==> config.mk <==
export PLATFORM = sky130hd
export DESIGN_NAME = clic_gateway
export DESIGN_NICKNAME = d
export VERILOG_FILES = /design/src/rtl/clic_pkg.sv /design/src/rtl/clic_gateway_cell.sv /design/src/rtl/clic_gateway.sv
export SDC_FILE = /design/constraint.sdc
export NUM_CORES = 1
export LEC_CHECK = 0
export CAP_MARGIN = 20
export CORE_UTILIZATION = 38
export DETAILED_ROUTE_END_ITERATION = 6
export PLACE_DENSITY_LB_ADDON = 0.2
export SYNTH_ARGS = -nofsm -noshare
export SYNTH_HDL_FRONTEND = slang
export SYNTH_SLANG_ARGS = --single-unit
==> constraint.sdc <==
create_clock -name clk_i -period 1.6 [get_ports clk_i]
set_clock_uncertainty 0.1 [all_clocks]
set_input_delay 0.32 -clock clk_i [delete_from_list [all_inputs] [get_ports clk_i]]
set_output_delay 0.32 -clock clk_i [all_outputs]
set_load 0.02 [all_outputs]
==> src/rtl/clic_pkg.sv <==
// Shared types for the CLIC interrupt gateway: trigger modes and per-source gateway states.
package clic_pkg;

  typedef enum logic [1:0] {
    LEVEL_POS = 2'b00,
    EDGE_POS  = 2'b01,
    LEVEL_NEG = 2'b10,
    EDGE_NEG  = 2'b11
  } trig_e;

  typedef enum logic [1:0] {
    ARMING  = 2'b00,
    IDLE    = 2'b01,
    PENDING = 2'b10
  } gw_state_e;

endpackage

==> src/rtl/clic_gateway_cell.sv <==
// One interrupt source: polarity qualification, edge detection and the pending-bit FSM.
module clic_gateway_cell
  import clic_pkg::*;
(
  input  logic       clk_i,
  input  logic       rst_ni,
  input  logic       arm_done_i,
  input  logic       src_i,
  input  logic [1:0] trig_i,
  input  logic       sw_we_i,
  input  logic       sw_wdata_i,
  input  logic       claim_i,
  output logic       ip_o
);

  gw_state_e state_q, state_d;
  logic      prev_q, edge_mode_q;
  logic      qlvl_c, edge_c, pend_c;

  always_comb begin
    state_d = state_q;
    qlvl_c  = src_i ^ trig_i[1];
    edge_c  = qlvl_c & ~prev_q & (state_q != ARMING);
    // Entering edge mode starts from IDLE so a held level is not mistaken for a latched edge.
    pend_c  = edge_mode_q & (state_q == PENDING);
    if (claim_i)  pend_c = 1'b0;
    if (sw_we_i)  pend_c = sw_wdata_i;
    if (edge_c)   pend_c = 1'b1;

    if ((state_q == ARMING) && !arm_done_i) begin
      state_d = ARMING;
    end else if (!trig_i[0]) begin
      state_d = qlvl_c ? PENDING : IDLE;
    end else if (state_q == ARMING) begin
      state_d = IDLE;
    end else begin
      state_d = pend_c ? PENDING : IDLE;
    end
  end

  always_ff @(posedge clk_i) begin
    if (!rst_ni) begin
      state_q     <= ARMING;
      prev_q      <= 1'b0;
      edge_mode_q <= 1'b0;
    end else begin
      state_q     <= state_d;
      prev_q      <= qlvl_c;
      edge_mode_q <= trig_i[0];
    end
  end

  assign ip_o = (state_q == PENDING);

endmodule

==> src/rtl/clic_gateway.sv <==
// CLIC interrupt gateway: claim decode, arming timer and one gateway cell per source.
// Optional input synchronizer enabled by defining CLIC_GATEWAY_SYNC_EN.
module clic_gateway
  import clic_pkg::*;
#(
  parameter int unsigned N_SOURCE = 32,
  parameter int unsigned SRC_IDW  = $clog2(N_SOURCE)
) (
  input  logic                     clk_i,
  input  logic                     rst_ni,
  input  logic [N_SOURCE-1:0]      intr_src_i,
  input  logic [N_SOURCE-1:0][1:0] trig_i,
  input  logic [N_SOURCE-1:0]      ie_i,
  input  logic [N_SOURCE-1:0]      sw_we_i,
  input  logic [N_SOURCE-1:0]      sw_wdata_i,
  input  logic                     claim_valid_i,
  input  logic [SRC_IDW-1:0]       claim_id_i,
  output logic [N_SOURCE-1:0]      ip_o,
  output logic [N_SOURCE-1:0]      ip_ie_o
);

  logic [N_SOURCE-1:0] src_c;
  logic [1:0]          arm_cnt_q;
  logic                arm_done_c;

`ifdef CLIC_GATEWAY_SYNC_EN
  localparam int unsigned ARM_CYCLES = 3;

  logic [N_SOURCE-1:0] sync1_q, sync2_q;

  always_ff @(posedge clk_i) begin
    if (!rst_ni) begin
      sync1_q <= '0;
      sync2_q <= '0;
    end else begin
      sync1_q <= intr_src_i;
      sync2_q <= sync1_q;
    end
  end

  assign src_c = sync2_q;
`else
  localparam int unsigned ARM_CYCLES = 1;

  assign src_c = intr_src_i;
`endif

  // Arming holds until the source path carries post-reset samples.
  assign arm_done_c = (arm_cnt_q == 2'(ARM_CYCLES - 1));

  always_ff @(posedge clk_i) begin
    if (!rst_ni) begin
      arm_cnt_q <= 2'd0;
    end else if (!arm_done_c) begin
      arm_cnt_q <= arm_cnt_q + 2'd1;
    end
  end

  for (genvar i = 0; i < N_SOURCE; i++) begin : g_src
    logic claim_c;

    assign claim_c = claim_valid_i & (claim_id_i == SRC_IDW'(i));

    clic_gateway_cell u_cell (
      .clk_i      (clk_i),
      .rst_ni     (rst_ni),
      .arm_done_i (arm_done_c),
      .src_i      (src_c[i]),
      .trig_i     (trig_i[i]),
      .sw_we_i    (sw_we_i[i]),
      .sw_wdata_i (sw_wdata_i[i]),
      .claim_i    (claim_c),
      .ip_o       (ip_o[i])
    );
  end

  assign ip_ie_o = ip_o & ie_i;

endmodule

==> summary.txt <==
Critical path
  • Setup crit start kind: register
  • R2R depth: 5
  • Worst reg2reg setup slack: around 0.10 ns
  • CP arrival: about 1.2 ns
  • Reg-to-reg critical path endpoint: g_src[9].u_cell.state_q[1]
  • FF-to-FF Start: arm_cnt_q[0]
  • Worst setup EP type: primary output
  • CP required: approximately 1.2 ns
  • WS Path Type: register to primary output
  • Max FO, Critical Path: 3

Logic synthesis
  • Post-Syn Area per Cell: 9.71 um^2
  • Post-synth top area cell: dfxtp_1
  • Yosys reg bits: 130
  • Top cell type's share of synthesized area: between 40% and 50%
  • Post-synth EDFFs: 0
  • Register area share after synthesis: 43.6%
  • Main synth FF type: dfxtp_1
  • Mapped Area: ~0.006 mm^2
  • Synth top area cells: dfxtp_1, nor2b_1, and2_1
  • Count leader, synth: dfxtp_1
  • Post-synth net total: 816
  • Post-Syn Instances: between 600 and 700
  • Synth cell count leaders: dfxtp_1, nor2b_1, and2_1
  • Syn. warnings: 0
  • Asr flop ratio synth: 0%
  • Cell variety after synth: 26

Clock network
  • Hold buffers post-CTS: 0
  • Worst-path clk slew: 0.05 ns
  • CTS tree: done
  • Clk_lat worst skew: ~0.42 ns
  • CTS H-tree lvls: 4
  • TritonCTS Buffers: 17
  • Root Buffer: clkbuf_16
  • Sink Count: between 100 and 150
  • Clock Path Buffers: 2

Placement
  • Port Buffers: ~260
  • Post-DP HPWL: about 14,000 um
  • Final GP Congestion: roughly 0.85

Global route
  • First-pass GRT wire length: 29,000 um
  • Global route overflow: 0
  • Largest net degree at the start of global routing: 48
  • Vias in the first global route: approximately 6,200
  • All-layer global routing usage: a little under a quarter
  • Initial antenna violation count: 0

Layout
  • P&R area growth vs syn: 79.7%
  • Diode count: 0
  • Layout Utilization: around 70%
  • Final net count: ~1,200
  • Layout cells sized above 1: approximately 37%

Floorplanning
  • Die Ht: about 130 um
  • Starting density of the core: 39.2%
  • Core box area: 0.0153 mm^2
  • # rows: 45
  • Ports: between 200 and 300
  • Die X: approximately 130 um
  • Die area: roughly 0.016 mm^2

Drt
  • Vias/cell: just under 5
  • First DRT Iteration DRCs: approximately 160
  • Total wire length: 18,700 um
  • Total number of vias: ~6,000
  • Final ANT Viol Nets: 0
  • Drc violations: 0
  • Number of detailed-route iterations in the first pass: 4
  • Wire length per cell: around 15 um

Pwr
  • Lkg Pwr: 4.42 nW
  • Power, Total: 10.5 mW
  • VDD IR-drop max: roughly 0.75 mV
  • Power Density: between 900 and 1000 mW/mm^2

Hold path
  • End of the worst hold path: g_src[6].u_cell.prev_q
  • Hold wc startpoint: rst_ni
  • Worst Hold Path Cells: 3
  • Worst hold path type: input pin to register

Status
  • Outcome: finished, violations left
  • Failing checks: negative setup slack

Timing
  • RSZ-0062 raised after global routing: true
  • Fmax: 622 MHz
  • Setup ws final: -0.00643 ns
  • Final setup fails: 2
  • Min Hold Slack: 0.321 ns
  • Tmin final: approximately 1.6 ns
  • Final hold viol count: 0
  • Worst slew pin tran: ~0.37 ns
  • Final Cycle Share: 100%
  • Max-slew violations: 0
  • Slew margin rel.: between 70% and 80%

Job
  • # Max-Cap Violations: 0
[what timing repair did]
item / in CTS / in global routing
endpoints found under the hold margin: 0 / 0
endpoints found under the setup margin: 86 / 68
resized for setup: 435 / 40
setup buffers: 13 / 11
pin swaps: 11 / 23
cloned: 0 / 0
[through the flow]
step                cells  worst slack, ns  setup TNS, ns  area (um^2)
floorplan             615          -0.0537         -0.149         5970
global placement     1178           -0.512         -34.80         9630
detailed placement   1178           -0.537         -36.71         9630
CTS                  1223          -0.0274        -0.0718        10600
global route         1234          -0.0519         -0.768        10700
finish               1234         -0.00643        -0.0126        10700
[where the power goes]
group / switching [mW] / internal [mW] / leakage (nW)
clock network: 1.34 / 2.58 / 0.298
logic: 1.08 / 1.67 / 3.03
registers: 0.200 / 3.59 / 1.09
[state kept, by name, indices dropped and copies added (netlist names)]
register,count
arm_cnt_q,2
g_src.u_cell.edge_mode_q,32
g_src.u_cell.prev_q,32
g_src.u_cell.state_q,64
[cell usage in the layout, fill, tap and decap left out, drive strengths merged, types with 33 or more instances in the layout]
cell type      count
buf              228
clkdlybuf4s50    194
dfxtp            130
nor2b            129
and2              65
xnor2             33
[cell families after synthesis]
family          count (synthesis)  share of synthesized area [%]
buf+inv                        52                           5.28
mux                             1                          0.168
flops                         130                           43.6
compound gates                160                           21.7
xor+xnor                       33                           4.84
fa+ha+maj                       1                          0.209
simple gates                  238                           24.3
[layout make-up]
type | instances | area, um^2
timing repair buffer | 426 | 3780
multi-input combinational | 433 | 3430
fill | 1141 | 4520
sequential | 130 | 2650
clock buffer | 29 | 541
tap | 211 | 264
clock inverter | 3 | 65.1
inverter | 2 | 7.51
[worst max-delay path by stage]
stage,slack [ns],startpoint,cells after the start,end
6_report,-0.006,g_src[21].u_cell.state_q[1],3,ip_ie_o[21]
3_3_place_gp,-0.51,claim_id_i[3],7,g_src[23].u_cell.state_q[1]
3_5_place_dp,-0.54,claim_id_i[3],6,g_src[15].u_cell.state_q[1]
2_1_floorplan,-0.05,arm_cnt_q[0],6,g_src[2].u_cell.state_q[0]
4_1_cts,-0.03,g_src[24].u_cell.state_q[1],3,ip_ie_o[24]
5_1_grt,-0.05,g_src[24].u_cell.state_q[1],3,ip_ie_o[24]
[routing by layer]
metal | part of all wire [%] | global-route usage, % | wire length, um
met3 | 6.3 | 6.57 | 1170
met4 | 2.0 | 8.75 | 377
met5 | 0 | 0 | 0
met1 | 42 | 25.4 | 7780
met2 | 50 | 41.9 | 9410
[critical path, stage by stage (launching register included)]
cell     delay, ns
dfxtp_2       0.33
nor2b_4       0.18
and2_4        0.16
buf_6         0.11
Note: power is estimated with default switching activity, not from simulation.
